## src/rtl/music_player.sv

```systemverilog
// Multi-voice square-wave music player: walks a song ROM one note word per step,
// with per-voice tone dividers, articulation gap, pause, stop and looping.
module music_player #(
  parameter int NUM_VOICES = 2,
  parameter int ADDR_W     = 8,
  parameter int STEP_W     = 22
) (
  input  logic                    clk,
  input  logic                    reset,
  input  logic                    play,
  input  logic                    stop,
  input  logic                    loop_en,
  output logic [ADDR_W-1:0]       rom_addr,
  input  logic [8*NUM_VOICES-1:0] rom_data,
  output logic [NUM_VOICES-1:0]   speaker,
  output logic                    playing,
  output logic                    song_done
);

  typedef enum logic [2:0] {IDLE, FETCH, WAIT, PLAY, DONE} state_t;

  localparam logic [STEP_W-1:0] STEP_LAST = '1;
  localparam logic [STEP_W-1:0] GAP_LEN   = {{(STEP_W-1){1'b0}}, 1'b1} << (STEP_W - 4);

  state_t              state, state_next;
  logic [ADDR_W-1:0]   addr_next;
  logic [STEP_W-1:0]   step_cnt;
  logic [5:0]          code       [NUM_VOICES];
  logic [8:0]          note_cnt   [NUM_VOICES];
  logic [7:0]          oct_cnt    [NUM_VOICES];
  logic [2:0]          octave     [NUM_VOICES];
  logic [3:0]          note       [NUM_VOICES];
  logic [8:0]          presc      [NUM_VOICES];
  logic [7:0]          oct_reload [NUM_VOICES];
  logic [NUM_VOICES-1:0] tone, voice_on, edge_hit;
  logic                end_marker, run, in_gap, step_end, load;

  function automatic logic [8:0] prescale(input logic [3:0] n);
    case (n)
      4'd0:    return 9'd511;
      4'd1:    return 9'd482;
      4'd2:    return 9'd455;
      4'd3:    return 9'd430;
      4'd4:    return 9'd405;
      4'd5:    return 9'd383;
      4'd6:    return 9'd361;
      4'd7:    return 9'd341;
      4'd8:    return 9'd322;
      4'd9:    return 9'd303;
      4'd10:   return 9'd286;
      default: return 9'd270;
    endcase
  endfunction

  assign end_marker = (rom_data[7:0] == 8'hFF);
  assign run        = (state == PLAY) && play;
  assign in_gap     = (step_cnt < GAP_LEN);
  assign step_end   = (step_cnt == STEP_LAST);
  assign load       = (state == WAIT) && !stop && !end_marker;
  assign speaker    = tone & voice_on & {NUM_VOICES{run && !in_gap}};

  // Pitch decode: code splits into octave and semitone; octave shortens the second divider.
  always_comb begin
    for (int v = 0; v < NUM_VOICES; v++) begin
      octave[v]     = 3'(code[v] / 6'd12);
      note[v]       = 4'(code[v] % 6'd12);
      presc[v]      = prescale(note[v]);
      oct_reload[v] = 8'hFF >> octave[v];
      voice_on[v]   = (code[v] != 6'd0);
      edge_hit[v]   = (note_cnt[v] == 9'd0) && (oct_cnt[v] == 8'd0);
    end
  end

  always_ff @(posedge clk) begin
    if (reset) begin
      state    <= IDLE;
      rom_addr <= '0;
    end else begin
      state    <= state_next;
      rom_addr <= addr_next;
    end
  end

  // Stop always wins; the end marker either rewinds (looping) or finishes the song.
  always_comb begin
    state_next = state;
    addr_next  = rom_addr;
    playing    = (state == FETCH) || (state == WAIT) || (state == PLAY);
    song_done  = (state == DONE) && !stop;
    if (stop) begin
      state_next = IDLE;
      addr_next  = '0;
    end else begin
      case (state)
        IDLE: begin
          addr_next = '0;
          if (play) state_next = FETCH;
        end
        FETCH: state_next = WAIT;
        WAIT: begin
          if (!end_marker) begin
            state_next = PLAY;
          end else if (loop_en) begin
            addr_next  = '0;
            state_next = FETCH;
          end else begin
            state_next = DONE;
          end
        end
        PLAY: begin
          if (play && step_end) begin
            addr_next  = rom_addr + 1'b1;
            state_next = FETCH;
          end
        end
        DONE: begin
          addr_next  = '0;
          state_next = IDLE;
        end
        default: state_next = IDLE;
      endcase
    end
  end

  // Counters start at zero on each note load so every voice begins in phase.
  always_ff @(posedge clk) begin
    if (reset) begin
      step_cnt <= '0;
      tone     <= '0;
      for (int v = 0; v < NUM_VOICES; v++) begin
        code[v]     <= '0;
        note_cnt[v] <= '0;
        oct_cnt[v]  <= '0;
      end
    end else if (load) begin
      step_cnt <= '0;
      tone     <= '0;
      for (int v = 0; v < NUM_VOICES; v++) begin
        code[v]     <= rom_data[8*v +: 6];
        note_cnt[v] <= '0;
        oct_cnt[v]  <= '0;
      end
    end else if (run) begin
      step_cnt <= step_cnt + 1'b1;
      for (int v = 0; v < NUM_VOICES; v++) begin
        note_cnt[v] <= (note_cnt[v] == 9'd0) ? presc[v] : note_cnt[v] - 1'b1;
        if (note_cnt[v] == 9'd0)
          oct_cnt[v] <= (oct_cnt[v] == 8'd0) ? oct_reload[v] : oct_cnt[v] - 1'b1;
        if (edge_hit[v] && voice_on[v] && !in_gap)
          tone[v] <= ~tone[v];
      end
    end
  end

endmodule

```

## config.mk

```make
export PLATFORM = sky130hd
export DESIGN_NAME = music_player
export DESIGN_NICKNAME = d
export VERILOG_FILES = /design/src/rtl/music_player.sv
export SDC_FILE = /design/constraint.sdc
export NUM_CORES = 1
export LEC_CHECK = 0
export ABC_AREA = 1
export BUFFER_PORTS_ARGS = -buffer_cell sky130_fd_sc_hd__buf_4
export CAP_MARGIN = 20
export CORE_UTILIZATION = 55
export DETAILED_ROUTE_END_ITERATION = 7
export PLACE_DENSITY_LB_ADDON = 0.12
export SYNTH_ARGS = -nofsm -noshare
export SYNTH_HDL_FRONTEND = slang
export SYNTH_SLANG_ARGS = --single-unit
```

## constraint.sdc

```tcl
create_clock -name clk -period 6.7 [get_ports clk]
set_input_delay 0.67 -clock clk [delete_from_list [all_inputs] [get_ports clk]]
set_output_delay 0.67 -clock clk [all_outputs]
set_load 0.02 [all_outputs]
```

==> Word-level counts from Yosys, hierarchy flattened <==
Memories as Yosys holds them, arrays and structs flattened.
Index checks and enable logic that the tools add are counted.
W data, S select, Z words.
{ "classes": {"addsub": 6, "div_mod_pow": 4, "n_lt_le_gt_ge": 1, "eq_ne": 10, "shift": 2, "n_mux": 42, "bitwise_logic": 14, "reduce_logical": 32} }
{ "op_table": {"columns": ["operator", "count"], "rows": [
  ["$mux W8", 9],
  ["$mux W9", 6],
  ["$pmux W8 S3", 1],
  ["$add A22 B1 Y22 const B", 1],
  ["$eq A22 B22 Y1 const B", 1],
  ["$lt A22 B19 Y1 const B", 1],
  ["$mux W1", 19],
  ["$logic_not A9 Y1", 2],
  ["$sub A9 B1 Y9 const B", 2],
  ["$logic_not A8 Y1", 2],
  ["$shr A8 B3 Y8 const A", 2],
  ["$sub A8 B1 Y8 const B", 2],
  ["$div A6 B4 Y6 const B", 2],
  ["$logic_and A1 B1 Y1", 12],
  ["$mod A6 B4 Y6 const B", 2],
  ["$mux W3", 4],
  ["$mux W6", 2],
  ["$pmux W3 S4", 1],
  ["$reduce_bool A6 Y1", 2],
  ["$or A1 B1 Y1", 10],
  ["$add A8 B1 Y8 const B", 1],
  ["$eq A8 B8 Y1 const B", 1],
  ["$eq A3 B2 Y1 const B", 2],
  ["$ne A2 B2 Y1 const B", 3],
  ["other kinds (12)", 21]
]} }
{ "totals": {"reg_bits": 35, "ramBits": 46, "rom_bits": 256, "inputBits": 21, "memories": 5} }
{ "mem_list": {"columns": ["memory", "depth", "word_bits", "read_ports", "rd_clocked_by_memory_dff", "write_ports", "line", "rtl"], "rows": [
  ["(name not given)", 16, 8, 1, 0, 0, "39", "case (n)"],
  ["(name not given)", 16, 8, 1, 0, 0, "39", null],
  ["note_cnt", 2, 9, 2, 0, 2, "29", "logic [8:0] note_cnt [NUM_VOICES];"],
  ["oct_cnt", 2, 8, 2, 0, 2, "30", "logic [7:0] oct_cnt [NUM_VOICES];"],
  ["code", 2, 6, 2, 0, 2, "28", "logic [5:0] code [NUM_VOICES];"]
]} }

==> Logic depth before layout (Yosys ltp) <==
{ "depth": {"word_depth": 8, "depth_mapped": 13} }

==> Worst setup path before layout <==
No wires, ideal clock.
{ "synth_path": {"path_kind": "reg-to-reg", "startpoint": "mem note_cnt[0][0]", "endpoint": "mem oct_cnt[0][0], enable pin", "setup_time_ns": 0.384, "arrival_time_ns": 1.854, "slack_ns": 4.462, "stages_incl_launch_ff": 9, "path_buffers": 0, "cell_sequence": "edfxtp_1 > inv_1 > ha_1 > nand3_1 > nor3_1 > inv_1 > nor2_4 > inv_2 > o21ai_0"} }
{ "synth_rtl": {"columns": ["element", "line"], "rows": [
  ["from (decl)", "29"],
  ["to (decl)", "30"]
]} }

==> impl_results.md <==
- Status: finished clean
- Critical Path AT: 2.76 ns
- CTS resizes: 0
- Initial drt markers: 194
- PD cells: 188 nW/µm²
- GR Overflow Total: 0
- Seq. cell area: 2080 µm²
- Global route hottest layer: met2
- First-pass GRT wire length: 17.8 mm
- Met2 Use GR: 0.391
- CP max stage delay: 0.81 ns
- Initial antenna violation count: 0
- Dpl cell area: 5410 µm²
- Multi-input logic area: 2550 µm²
- Syn avg cell area: 7.80 µm²
- Clk_lat worst skew: 0.36 ns
- Top cell type's share of synthesized area: 0.272
- Fin crit share: 0.429
- # nets final: 730
- ANT nets after route: 0
- CP Cell Sequence: buf_4 -> nand4_1 -> nor2_1 -> nor2_1 -> nand2_1 -> inv_1 -> nor2_1 -> nand2_1
- Hold Path Class: reg2reg
- Number of synthesized flops with an enable pin: 46
- Via count: 4,406
- Async S/R FF share, synth: 0
- Final setup violation count: 0
- Die X: 98.2 µm
- GR Layer Usage met1: 0.284
- Area growth syn-to-layout: 11.0%
- Post-layout util: 0.638
- TritonRoute pass-1 iters: 7
- Post-Route WL: 10.4 mm
- Req. time, crit path: 6.58 ns
- Register area share after synthesis: 0.409
- Placed Instances: 784
- Yosys warnings: 0
- Cell count after synthesis: 652
- H-tree depth: 3
- Root Driver: clkbuf_8
- Syn_nets: 693
- Drc violations: 0
- Core ar.: 8850 µm²
- Min Hold Slack: 0.480 ns
- I/O pins: 33
- Most used cell, CP: nor2_1
- Synth area leader: edfxtp_1
- Clock Path Buffers: 2
- Tot GR Track Use: 0.228
- Post-CTS Setup Repair Bufs: 0
- Max-cap violations: 0
- Yosys reg bits: 81
- Non-Filler Instances: 802
- IO buf count: 30
- DIE AREA: 9640 µm²
- Number of global-route vias before repair: 4,184
- Via/cell ratio: 5.49
- Clk_skew: 0.0112 ns
- RSZ-0062 raised after global routing: no
- Fmax: 0.348 GHz
- DP HPWL: 7.81 mm
- CTS tree: yes
- Initial Util: 0.575
- Layout cells sized above 1: 0.133
- GR Layer Usage met3: 0.0322
- Top-count cell post-synth: nand2_1
- TNS Setup: 0 ns
- Distinct cell type count after synthesis: 48
- Ranking of synthesized cells by area: edfxtp_1, dfxtp_1, nand2_1
- # fillers: 789
- Most instantiated cells after synthesis: nand2_1, inv_1, nor2_1
- Leakage Power: 2.50 nW
- CTS Hold Buffers Added: 0
- Slew margin rel.: 0.325
- GPL Wtd Cong: 0.867
- Max rail drop VDD: 0.0983 mV
- Synth Flop Type: edfxtp_1
- Std-Cell Rows: 34
- Clock sink count: 81
- Diodes inserted: 0
- Tot Pwr: 1.06 mW
- Drt wl/cell: 12.9 µm
- Total CTS buffers: 9
- CP Capture Type: register
- CP Class: in2reg
- Worst Tran Pin Value: 1.01 ns
- Worst path slowest cell: nand2_1
- Largest net degree at the start of global routing: 25
- Final hold violations: 0
- Pins Over Slew Limit: 0
- Die height: 98.2 µm
- Fin crit period: 2.87 ns
- CP Launch Type: input pin
- Clk slew on worst S/H paths: 0.08 ns
- Dpl ws: 3.47 ns
- Critical-path maximum fanout: 19
- Netlist Area Pre-Place: 5090 µm²
- Final WS setup: 3.83 ns
- Final instance area: 5650 µm²
==> worst max-delay path, delay by kind of cell <==
family	cells	cell delay, ns
buffers and inverters	2	0.14
AND/OR/NAND/NOR	6	1.94
==> where the power goes <==
part	internal (mW)	total [mW]	leakage (nW)	switching, mW
registers	0.537	0.550	0.758	0.0128
clock network	0.213	0.405	0.106	0.192
logic	0.0376	0.105	1.63	0.0675
total	0.788	1.06	2.50	0.272
==> cells in the final DEF (no fill, tap or decap), types with 3 or more instances in the layout <==
master / Yosys / layout
a21oi_1: 53 / 53
a31oi_1: 3 / 3
buf_4: 2 / 30
clkbuf_8: 0 / 9
dfxtp_1: 35 / 35
edfxtp_1: 46 / 46
ha_1: 20 / 20
inv_1: 100 / 100
inv_2: 8 / 8
nand2_1: 120 / 120
nand2_2: 7 / 7
nand3_1: 42 / 42
nand4_1: 19 / 19
nor2_1: 69 / 69
nor2_4: 5 / 5
nor3_1: 17 / 17
nor3_2: 3 / 3
nor4_1: 3 / 3
o21ai_0: 28 / 28
o21ai_1: 4 / 4
xnor2_1: 13 / 13
xor2_1: 19 / 19
==> final timing paths <==
kind                             startpoint        endpoint  slack (ns)  cells after the start
worst max-delay path            rom_data[5]  note_cnt[0][0]        3.83                      8
worst min-delay path                tone[1]         tone[1]        0.48                      2
worst max register to register     state[2]  note_cnt[0][0]        3.84                      7
worst min register to register      tone[1]         tone[1]        0.48                      2
==> final cells by class <==
cell class / instances / share of cell area
Sequential cell: 81 / 0.369
Timing Repair Buffer: 32 / 0.0416
Inverter: 111 / 0.0749
Clock buffer: 9 / 0.0219
Multi-Input combinational cell: 454 / 0.451
Clock inverter: 7 / 0.0179
Tap cell: 108 / 0.0239
==> registers in the layout, summed over array words and instances (netlist names) <==
name,count
step_cnt,22
note_cnt,18
oct_cnt,16
code,12
rom_addr,8
state,3
tone,2
==> cell families (layout without fill, tap and decap cells) <==
logic type               Yosys count  count (layout)  share of synthesized area
flip-flops                        81              81                      0.409
adder cells (fa/ha/maj)           20              20                     0.0492
AO/OA/AOI/OAI                     99              99                      0.108
AND/OR/NAND/NOR                  303             303                      0.289
XOR/XNOR                          32              32                     0.0551
buffers and inverters            117             159                     0.0898
==> layer usage <==
layer  up-vias  share of wire
met5         -              0
met4         0          0.021
met3        21          0.048
met2       137           0.48
met1      2025           0.45
li1       2223              -
Power figures use the tool's default switching activity.
